===== src/rtl/verificador_nonce.sv =====
// verificador_nonce
// Receiving end of the nonce stream from generador_nonce. It throttles the
// generator, queues nonces that are in flight through the hash core, lines
// each hash result up with the nonce that produced it, and stops the search
// on the first winning nonce or when the all-ones nonce has been checked.
//
// Ports:
//   clk          system clock, rising edge
//   reset        synchronous active-high reset, dominant
//   start        one-cycle pulse, begins a new search (IDLE/FOUND/EXHAUSTED)
//   target       threshold, captured on the accepted start pulse
//   nonce_valid  generator produced a nonce this cycle
//   nonce        nonce from the generator
//   hash_valid   hash core result valid (results arrive in nonce order)
//   hash         hash result
//   gen_enable   drives the generator's valid input
//   found        a winning nonce is latched in golden_nonce
//   golden_nonce the winning nonce
//   exhausted    the all-ones nonce was checked without a win
//   error        sticky protocol error (push while full / pop while empty)
//   inflight     current FIFO occupancy
module verificador_nonce #(
    parameter int NONCE_W = 24,
    parameter int HASH_W  = 24,
    parameter int DEPTH   = 8,
    parameter int CNT_W   = 4
) (
    input  logic               clk,
    input  logic               reset,
    input  logic               start,
    input  logic [HASH_W-1:0]  target,
    input  logic               nonce_valid,
    input  logic [NONCE_W-1:0] nonce,
    input  logic               hash_valid,
    input  logic [HASH_W-1:0]  hash,
    output logic               gen_enable,
    output logic               found,
    output logic [NONCE_W-1:0] golden_nonce,
    output logic               exhausted,
    output logic               error,
    output logic [CNT_W-1:0]   inflight
);

    localparam int PTR_W = $clog2(DEPTH);

    typedef enum logic [1:0] {IDLE, SEARCH, FOUND, EXHAUSTED} state_t;

    state_t               state_reg, state_next;
    logic [NONCE_W-1:0]   fifo_mem [DEPTH];
    logic [PTR_W-1:0]     wr_ptr_reg, wr_ptr_next;
    logic [PTR_W-1:0]     rd_ptr_reg, rd_ptr_next;
    logic [CNT_W-1:0]     count_reg, count_next;
    logic [HASH_W-1:0]    target_reg, target_next;
    logic [NONCE_W-1:0]   golden_reg, golden_next;
    logic                 found_reg, found_next;
    logic                 exhausted_reg, exhausted_next;
    logic                 error_reg, error_next;
    logic                 gen_enable_reg, gen_enable_next;
    logic                 do_write;

    logic [NONCE_W-1:0]   head;
    logic                 fifo_empty, fifo_full;
    logic                 can_pop, can_push, pop_empty, push_full;
    logic                 win;

    // The head must be compared in the same cycle hash_valid arrives, so the
    // queue is read asynchronously (small distributed RAM, not block RAM).
    assign head       = fifo_mem[rd_ptr_reg];
    assign fifo_empty = (count_reg == '0);
    assign fifo_full  = (count_reg == CNT_W'(DEPTH));

    // A pop in the same cycle frees a slot, so a full FIFO can still accept.
    assign can_pop    = hash_valid && !fifo_empty;
    assign pop_empty  = hash_valid && fifo_empty;
    assign can_push   = nonce_valid && (!fifo_full || can_pop);
    assign push_full  = nonce_valid && !can_push;
    assign win        = can_pop && (hash < target_reg);

    always_comb begin
        state_next     = state_reg;
        wr_ptr_next    = wr_ptr_reg;
        rd_ptr_next    = rd_ptr_reg;
        count_next     = count_reg;
        target_next    = target_reg;
        golden_next    = golden_reg;
        found_next     = found_reg;
        exhausted_next = exhausted_reg;
        error_next     = error_reg;
        do_write       = 1'b0;

        case (state_reg)
            IDLE: begin
                if (start) begin
                    state_next  = SEARCH;
                    target_next = target;
                    wr_ptr_next = '0;
                    rd_ptr_next = '0;
                    count_next  = '0;
                end
            end
            SEARCH: begin
                if (can_push) begin
                    do_write    = 1'b1;
                    wr_ptr_next = wr_ptr_reg + 1'b1;
                end
                if (can_pop) begin
                    rd_ptr_next = rd_ptr_reg + 1'b1;
                end
                count_next = count_reg + CNT_W'(can_push) - CNT_W'(can_pop);
                if (push_full || pop_empty) begin
                    error_next = 1'b1;
                end
                // Win is checked first so it beats exhaustion on the same pop.
                if (win) begin
                    found_next  = 1'b1;
                    golden_next = head;
                    state_next  = FOUND;
                end else if (can_pop && (&head)) begin
                    exhausted_next = 1'b1;
                    state_next     = EXHAUSTED;
                end
                // Leaving the search flushes whatever is still in flight.
                if (state_next != SEARCH) begin
                    wr_ptr_next = '0;
                    rd_ptr_next = '0;
                    count_next  = '0;
                end
            end
            default: begin  // FOUND, EXHAUSTED: late traffic is discarded
                wr_ptr_next = '0;
                rd_ptr_next = '0;
                count_next  = '0;
                if (start) begin
                    state_next     = SEARCH;
                    target_next    = target;
                    found_next     = 1'b0;
                    exhausted_next = 1'b0;
                    error_next     = 1'b0;
                end
            end
        endcase

        // Throttle with a two-entry margin to absorb generator latency.
        gen_enable_next = (state_next == SEARCH) && (count_next <= CNT_W'(DEPTH - 3));
    end

    always_ff @(posedge clk) begin
        if (reset) begin
            state_reg      <= IDLE;
            wr_ptr_reg     <= '0;
            rd_ptr_reg     <= '0;
            count_reg      <= '0;
            target_reg     <= '0;
            golden_reg     <= '0;
            found_reg      <= 1'b0;
            exhausted_reg  <= 1'b0;
            error_reg      <= 1'b0;
            gen_enable_reg <= 1'b0;
        end else begin
            state_reg      <= state_next;
            wr_ptr_reg     <= wr_ptr_next;
            rd_ptr_reg     <= rd_ptr_next;
            count_reg      <= count_next;
            target_reg     <= target_next;
            golden_reg     <= golden_next;
            found_reg      <= found_next;
            exhausted_reg  <= exhausted_next;
            error_reg      <= error_next;
            gen_enable_reg <= gen_enable_next;
        end
    end

    // Storage needs no reset: occupancy and pointers define what is valid.
    always_ff @(posedge clk) begin
        if (do_write && !reset) begin
            fifo_mem[wr_ptr_reg] <= nonce;
        end
    end

    assign gen_enable   = gen_enable_reg;
    assign found        = found_reg;
    assign golden_nonce = golden_reg;
    assign exhausted    = exhausted_reg;
    assign error        = error_reg;
    assign inflight     = count_reg;

endmodule


===== config.mk =====
export PLATFORM = sky130hd
export DESIGN_NAME = verificador_nonce
export DESIGN_NICKNAME = d
export VERILOG_FILES = /design/src/rtl/verificador_nonce.sv
export SDC_FILE = /design/constraint.sdc
export NUM_CORES = 1
export LEC_CHECK = 0
export BUFFER_PORTS_ARGS = -buffer_cell sky130_fd_sc_hd__buf_4
export CAP_MARGIN = 20
export CORE_MARGIN = 5
export CORE_UTILIZATION = 35
export DETAILED_ROUTE_END_ITERATION = 6
export GPL_TIMING_DRIVEN = 0
export PLACE_DENSITY = 0.53
export SYNTH_ARGS = -nofsm -noshare
export SYNTH_HDL_FRONTEND = slang
export SYNTH_SLANG_ARGS = --single-unit

===== constraint.sdc =====
create_clock -name clk -period 9.7 [get_ports clk]
set_input_delay 1.455 -clock clk [delete_from_list [all_inputs] [get_ports clk]]
set_output_delay 1.455 -clock clk [all_outputs]
set_load 0.1 [all_outputs]

==> results.yml, run 1 <==
sta:
  max_freq_mhz: 274
  period_needed_ns: 3.65
  hold_viol_final: 0
  skew_ns: 0.0179
  rsz0062_at_grt: "no"
  fin_setup_tns_ns: 0
  slew_headroom: 0.449
  drv_slew: 0
  fin_crit_sh: 0.376
  tightestPinTransition_ns: 0.826
  setup_violations: 0
cts:
  cts_resized: 0
  clk_latency_ns: 0.56
  cts.clk_slew.worst_paths_ns: 0.06
  cts_buffer_depth: 3
  cts_made_buffers: 28
  clock-sinks: 259
  cts-root-buf: "clkbuf_16"
  hold_buffers: 0
  cts_tree: "yes"
  cts_setup_buffers: 0
  htreeDepth: 1
setup_path:
  crit_slowest_cell: "clkbuf_1"
  startpoint_type: "input pin"
  max_stage_delay_ns: 0.59
  arrival_ns: 4.11
  cp.required_ns: 10.16
  crit_path_frequent_cell: "a21o_1"
  crit_buf_inv: 2
  path_max_fanout: 10
  endpoint_kind: "flip-flop"
  path_class: "input pin to flip-flop"
  crit_chain: "buf_4 -> ha_1 -> a21o_1 -> a21o_1 -> a211o_1 -> a31o_2 -> nor3_1 -> clkbuf_1 -> nor2_1 -> a211oi_1"
  r2r_slack_ns: 6.10
  cp_top_family: "compound AO/OA/AOI/OAI gates"
synthesis:
  synth_cell_types: 46
  postSynthNetCount: 808
  avgSynthCellArea_um2: 15.2
  synth_edf_count: 192
  yosysSeqAreaShare: 0.668
  ys.flop_type: "edfxtp_1"
  async_flop_share: 0
  ys_warn_count: 0
  syn_area_mm2: 0.0106
  ys_ff_latch: 259
  syn_inst: 699
cells_and_area:
  layout_common_cells: "192 x edfxtp_1, 109 x buf_4, 71 x nand2_1"
  area_growth_pct: 23.0
  layout_commonest_cell: "edfxtp_1"
  drive_above_1_share: 0.269
  final_nets: 958
  fill_cells: 2704
  diodes: 0
  largest_register_ff_count: 192
  final_cell_area_mm2: 0.0131
floorplanning:
  die_h_um: 184
  coreArea_mm2: 0.0299
  die_x_um: 184
  rows: 63
  dieArea_mm2: 0.0340
  pin_count: 109
  initial_core_util: 0.356
hold_path:
  hold_path_class: "flip-flop to flip-flop"
placement:
  place.gp.congestion: 0.761
  dpl_cell_area_mm2: 0.0122
  portBuffers: 108
  dp_hpwl_mm: 18.4
global_routing:
  antenna_found_initial: 0
  grt_pass1_vias: 6543
  grt_pass1_wl_mm: 39.5
  grt_max_degree: 21
  grt-ovfl-total: 0
  gr-usage-all-layers: 0.152
route:
  drtAntennaViolNets: 0
  routed_wl_mm: 26.1
  wl_per_cell_um: 20.7
  drt_iter0_drc: 361
  drc: 0
  vias: 6358
  first_pass_iters: 7
  vias_per_cell: 5.04
power_and_ir_drop:
  cellLeakagePower_nw: 4.40
  vdd_ir_drop_max_mv: 0.152
  power_density_mw_per_mm2: 184
outcome:
  status: "completed"
flow_run:
  cap_violations: 0
==> metal layers <==
metal / vias to the layer above / GRT usage / share of wire
met5: - / 0 / 0
li1: 2998 / - / -
met3: 46 / 0.0294 / 0.057
met4: 0 / 0.0414 / 0.028
met1: 3145 / 0.216 / 0.46
met2: 169 / 0.243 / 0.45
==> worst min-delay path, stage by stage, from the launching register on <==
cell and delay [ns]:
dfxtp_1 0.30, nand2_1 0.05, a21oi_1 0.05
==> cell usage after synthesis (4+ instances only) <==
master / n / area, um2
o21ai_0: 8 / 40.0
a211oi_1: 28 / 210
mux2i_1: 23 / 230
nand3_1: 5 / 25.0
mux4_2: 40 / 901
nand4_1: 11 / 68.8
nor2_1: 44 / 165
ha_1: 31 / 388
buf_2: 7 / 35.0
edfxtp_1: 192 / 5770
mux4_1: 8 / 210
nor3_1: 13 / 65.1
nand2_1: 71 / 267
and2_1: 4 / 25.0
clkbuf_1: 18 / 67.6
a21oi_1: 42 / 210
inv_1: 32 / 120
nand3b_1: 4 / 30.0
buf_6: 7 / 78.8
dfxtp_1: 67 / 1340
==> through the flow <==
step           total power, mW  utilization  std cells  hold WS [ns]  setup WS [ns]
2_1_floorplan             1.34            -        699         0.432           5.43
3_3_place_gp              1.41        0.400       1197         0.444           3.10
3_5_place_dp              1.41        0.408       1209         0.447           5.49
4_1_cts                   2.43        0.438       1261         0.456           6.05
5_1_grt                   2.50        0.438       1261         0.470           5.76
6_report                  2.41        0.438       1261         0.453           6.05
==> power breakdown <==
| part | switching [mW] | total [mW] | internal (mW) |
|---|---|---|---|
| registers | 0.00860 | 1.21 | 1.20 |
| clock network | 0.431 | 1.02 | 0.589 |
| logic | 0.110 | 0.176 | 0.0657 |
| total | 0.550 | 2.41 | 1.86 |
==> worst paths after layout <==
check,startpoint,cells past startpoint,endpoint
worst max-delay path,hash[21],10,golden_nonce[17]
worst min-delay path,target_reg[18],2,target_reg[18]
worst max register to register,inflight[2],15,gen_enable
worst min register to register,target_reg[18],2,target_reg[18]
==> cell families after synthesis <==
group                      Yosys count  share of synthesized area
adders and majority gates           32                     0.0383
muxes                               71                      0.126
AOI/OAI and AO/OA                  105                     0.0668
xor gates and xnor gates             2                    0.00165
DFF                                259                      0.668
buffers and inverters               65                     0.0302
and+or+nand+nor                    165                     0.0695
==> final cells by class <==
cell class	instances	area, um2	area share
buffer	33	201	0.0154
clock buffer	36	771	0.0589
clock inverter	16	130	0.00994
inverter	32	120	0.00917
multi-input combinational	375	3270	0.250
sequential	259	7110	0.543
tap	390	488	0.0373
timing repair buffer	120	1010	0.0768
No activity file was read; power rests on OpenSTA's default activity.
==> run 2, diff against run 1 <==
clock period = 3.4 ns   (was 9.7 ns; I/O delays follow)
==> run 2 against run 1 <==
Sequential share of layout area shrank 0.075 points. Via count shrank 0.82%. Sequential power grew to 2.9 times the previous value. Highest routed layer unchanged.
==> results.yml, run 2 (same netlist as run 1, synthesis figures left out) <==
flow_run:
  cap_violations: 0
global_routing:
  grt_pass1_wl_mm: 39.9
  grt_pass1_vias: 6580
  antenna_found_initial: 0
  grt_max_degree: 22
  grt-ovfl-total: 0
  gr-usage-all-layers: 0.154
route:
  drtAntennaViolNets: 0
  wl_per_cell_um: 21.0
  vias: 6306
  drc: 0
  first_pass_iters: 5
  drt_iter0_drc: 377
  vias_per_cell: 5.01
  routed_wl_mm: 26.4
placement:
  dp_cells: 1205
  dpl_cell_area_mm2: 0.0122
  portBuffers: 108
  dp_hpwl_mm: 18.0
  pre_cts_slack_ns: -0.185
  place.gp.congestion: 0.764
setup_path:
  worst_r2r_path_depth: 14
  cp_num_cells: 14
  crit_path_frequent_cell: "ha_1"
  crit_slowest_cell: "or3b_2"
  cp_top_family: "adder cells"
  arrival_ns: 3.64
  path_class: "flip-flop to flip-flop"
  max_stage_delay_ns: 0.48
  endpoint_kind: "flip-flop"
  startpoint_type: "flip-flop"
  crit_buf_inv: 4
  path_max_fanout: 5
  crit_chain: "inv_1 -> ha_1 -> or3b_2 -> nand2_4 -> inv_2 -> o21a_4 -> inv_2 -> ha_1 -> inv_1 -> ha_1 -> fa_2 -> a21oi_1 -> o21ai_0 -> a2111oi_2"
  cp.required_ns: 3.82
sta:
  fin_hold_ws_ns: 0.183
  max_freq_mhz: 311
  slew_headroom: 0.362
  fin_crit_sh: 0.947
  setup_violations: 0
  fin_ws_ns: 0.179
  hold_viol_final: 0
  tightestPinTransition_ns: 0.954
  rsz0062_at_grt: "no"
  skew_ns: 0.0353
  drv_slew: 0
  fin_setup_tns_ns: 0
  period_needed_ns: 3.22
floorplanning:
  coreArea_mm2: 0.0299
  dieArea_mm2: 0.0340
  rows: 63
  initial_core_util: 0.356
  die_x_um: 184
  pin_count: 109
  die_h_um: 184
power_and_ir_drop:
  p_total_mw: 6.84
  cellLeakagePower_nw: 4.38
  vdd_ir_drop_max_mv: 0.416
  power_density_mw_per_mm2: 521
outcome:
  status: "completed"
cells_and_area:
  fill_cells: 2722
  layout_common_cells: "192 x edfxtp_1, 110 x buf_4, 70 x nand2_1"
  utilization: 0.439
  stdcell_count: 1259
  final_cell_area_mm2: 0.0131
  diodes: 0
  area_growth_pct: 23.2
  final_nets: 956
  layout_commonest_cell: "edfxtp_1"
  regArea_mm2: 0.00711
  drive_above_1_share: 0.278
  multiInputGateArea_mm2: 0.00331
  largest_register_ff_count: 192
cts:
  clock-sinks: 259
  clk_latency_ns: 0.56
  cts_buffer_depth: 3
  cts.clk_slew.worst_paths_ns: 0.06
  cts_tree: "yes"
  cts_made_buffers: 28
  cts-root-buf: "clkbuf_16"
  hold_buffers: 0
  htreeDepth: 1
hold_path:
  hold_path_class: "input pin to flip-flop"
  hold_depth: 1
[run 2: worst paths after layout]
check | startpoint | end | slack, ns
min | nonce[13] | fifo_mem[0][13] | 0.18
min reg2reg | target_reg[0] | target_reg[0] | 0.45
max | inflight[2] | gen_enable | 0.18
max reg2reg | inflight[2] | gen_enable | 0.18
[run 2: metal layers]
| layer | vias up | wire length [um] | GRT usage |
|---|---|---|---|
| met1 | 3092 | 11800 | 0.215 |
| met5 | - | 0 | 0 |
| li1 | 2987 | - | - |
| met3 | 33 | 1990 | 0.0296 |
| met2 | 194 | 12200 | 0.255 |
| met4 | 0 | 465 | 0.0296 |
[run 2: final cells by class]
class                   instances  share of cell area
flip-flops and latches        259               0.542
multi-input cells             375               0.253
plain buffers                  33              0.0154
clock inverters                18              0.0109
well taps                     390              0.0372
inverters                      32             0.00916
clock buffers                  34              0.0566
repair buffers                118              0.0763
[run 2: repair_timing]
item / in CTS / in global routing
setup endpoints to repair: 1 / 2
resized for setup: 4 / 5
setup buffers: 1 / 1
pin swaps: 2 / 3
endpoints found under the hold margin: 0 / 0
gates cloned: 0 / 0
[run 2: power by group]
group,internal [mW],switching (mW),total (mW),leakage (nW)
Clock,1.64,1.23,2.87,0.433
Sequential,3.43,0.0251,3.46,2.27
Combinational,0.196,0.318,0.515,1.68
==> run 3, diff against run 2 <==
ABC_AREA = 1   (was default)
==> run 3 against run 2 <==
Sequential share of layout area down 3.0 points. Flip-flop and latch count unchanged. Cell count up 39%. Critical path depth up 2. Clock power up 9.1%. Critical endpoint unchanged.
==> results.yml, run 3 <==
synthesis:
  synth_simple_gate_area_share: 0.201
  synth_xor_xnor_area_share: 0.00309
  avgSynthCellArea_um2: 9.61
  yosys-top-cells-count: "336 x nand2_1, 192 x edfxtp_1, 173 x inv_1"
  ys_ff_latch: 259
  syn_area_mm2: 0.0113
  synthAdderAreaFrac: 0.0360
  synth_cell_types: 31
  yosysMostFrequentCell: "nand2_1"
  postSynthNetCount: 1288
  synth_top_area_frac: 0.509
  syn_inst: 1179
  synth_edf_count: 192
  synth_compound_area_frac: 0.0495
  yosysSeqAreaShare: 0.627
  ys.flop_type: "edfxtp_1"
  muxShareOfSynthArea: 0
  async_flop_share: 0
  synth_top_family_by_area: "simple AND/OR/NAND/NOR gates"
  synthTopCellsByArea: "edfxtp_1 51%, dfxtp_1 12%, nand2_1 11%"
  yosys.area.top_type: "edfxtp_1"
  ys_warn_count: 0
hold_path:
  hold_depth: 1
  min_to: "fifo_mem[7][6]"
  hold_path_class: "input pin to flip-flop"
  min-delay-start: "nonce[6]"
flow_run:
  cap_violations: 0
power_and_ir_drop:
  pwr-share-seq: 0.470
  cellLeakagePower_nw: 5.97
  clockPowerShare: 0.425
  p_total_mw: 7.37
  intPower_mw: 5.60
  p_comb_frac: 0.105
  vdd_ir_drop_max_mv: 0.448
  switchingPower_mw: 1.77
  power_density_mw_per_mm2: 531
  switching_share: 0.240
sta:
  drv_slew: 0
  hold_viol_final: 0
  rsz0062_at_grt: "no"
  period_needed_ns: 2.98
  fin_ws_ns: 0.423
  setup_violations: 0
  fin_crit_sh: 0.876
  tightestPinTransition_ns: 0.849
  max_freq_mhz: 336
  slew_headroom: 0.434
  skew_ns: 0.0173
setup_path:
  startpoint_type: "flip-flop"
  arrival_ns: 3.41
  reg2reg_to: "gen_enable"
  endpoint_kind: "flip-flop"
  r2r_slack_ns: 0.42
  path_max_fanout: 4
  regToRegStartpoint: "inflight[2]"
  cp.required_ns: 3.83
  worst_r2r_path_depth: 16
  path_class: "flip-flop to flip-flop"
outcome:
  status: "completed"
cts:
  cts.clk_slew.worst_paths_ns: 0.06
  cts_buffer_depth: 3
  cts_made_buffers: 29
  hold_buffers: 0
  cts-root-buf: "clkbuf_16"
  htreeDepth: 1
  clock-sinks: 259
  clk_latency_ns: 0.54
  cts_tree: "yes"
global_routing:
  grt_pass1_wl_mm: 48.3
  grt_max_degree: 25
  antenna_found_initial: 0
  grt_pass1_vias: 8240
  grt-ovfl-total: 0
  gr-usage-all-layers: 0.172
route:
  vias: 8384
  wl_per_cell_um: 17.9
  drc: 0
  drtAntennaViolNets: 0
  routed_wl_mm: 31.4
  drt_iter0_drc: 644
  first_pass_iters: 5
  vias_per_cell: 4.79
cells_and_area:
  layout_common_cells: "336 x nand2_1, 192 x edfxtp_1, 173 x inv_1"
  largest_register_ff_count: 192
  regArea_mm2: 0.00711
  diodes: 0
  final_nets: 1436
  drive_above_1_share: 0.156
  multiInputGateArea_mm2: 0.00335
  area_growth_pct: 22.5
  fill_cells: 3082
  layout_commonest_cell: "nand2_1"
placement:
  dp_hpwl_mm: 21.0
  portBuffers: 107
  pre_cts_slack_ns: 0.00398
  place.gp.congestion: 0.786
floorplanning:
  die_h_um: 190
  coreArea_mm2: 0.0317
  initial_core_util: 0.357
  rows: 65
  pin_count: 109
  dieArea_mm2: 0.0361
  die_x_um: 190
-- run 3: cell families after synthesis --
kind of cell,Yosys count
AOI/OAI and AO/OA,110
xor gates and xnor gates,4
buffers and inverters,228
DFF,259
adders and majority gates,32
and+or+nand+nor,546
-- run 3: metal layers --
layer,vias to the layer above,track usage,routed length (um)
met5,-,0,0
met4,0,0.0456,833
met3,54,0.0270,1960
met2,268,0.272,13900
met1,3913,0.249,14600
li1,4149,-,-
-- run 3: repair_timing --
item / 4_1_cts / 5_1_grt
cloned: 0 / 0
endpoints found under the setup margin: 13 / 1
buffers inserted: 1 / 0
gates resized for setup: 0 / 1
pin swaps: 1 / 0
-- run 3: layout make-up --
cell class                 count  share of cell area
sequential                   259               0.512
multi-input combinational    692               0.241
timing repair buffer         117              0.0744
clock buffer                  38              0.0562
inverter                     176              0.0476
tap                          402              0.0362
buffer                        52              0.0202
clock inverter                15              0.0120
-- run 3: how the worst max path moves through the flow --
stage                 from               to  slack [ns]  cells past startpoint
5_1_grt        inflight[3]       gen_enable        0.16                     16
4_1_cts        inflight[2]       gen_enable        0.18                     16
3_3_place_gp   inflight[2]   fifo_mem[1][8]       -1.34                      9
3_5_place_dp   inflight[2]  fifo_mem[2][10]       0.004                     10
2_1_floorplan  inflight[2]   fifo_mem[0][0]       -0.22                      9
6_report       inflight[2]       gen_enable        0.42                     16
-- run 3: worst max-delay path: stages (launching register included) --
cell     delay (ns)
dfxtp_1        0.37
inv_1          0.09
ha_1           0.23
a21oi_2        0.34
inv_1          0.13
nand3_1        0.11
nand2_1        0.12
ha_1           0.30
inv_1          0.04
ha_1           0.19
fa_1           0.38
xor2_1         0.19
nand4_1        0.14
nand2_1        0.09
nand2_1        0.05
nand2_1        0.06
nor2_1         0.04
-- run 3: power groups by stage --
stage / sequential (mW) / clock, mW / combinational [mW]
final: 3.46 / 3.13 / 0.776
after global placement: 3.53 / 0 / 0.761
after global routing: 3.47 / 3.31 / 0.871
after detailed placement: 3.53 / 0 / 0.776
after CTS: 3.46 / 3.19 / 0.781
after floorplan: 3.59 / 0 / 0.412
-- run 3: per-stage QoR --
step                      utilization  setup TNS, ns  area, um2  hold slack, ns  instances
after detailed placement        0.407              0      12900           0.442       1697
final                           0.438              0      13900           0.204       1751
after CTS                       0.438              0      13900           0.177       1751
after global routing            0.438              0      13900           0.189       1751
after global placement          0.399        -230.76      12600           0.438       1688
after floorplan                     -         -38.76      11300           0.426       1179
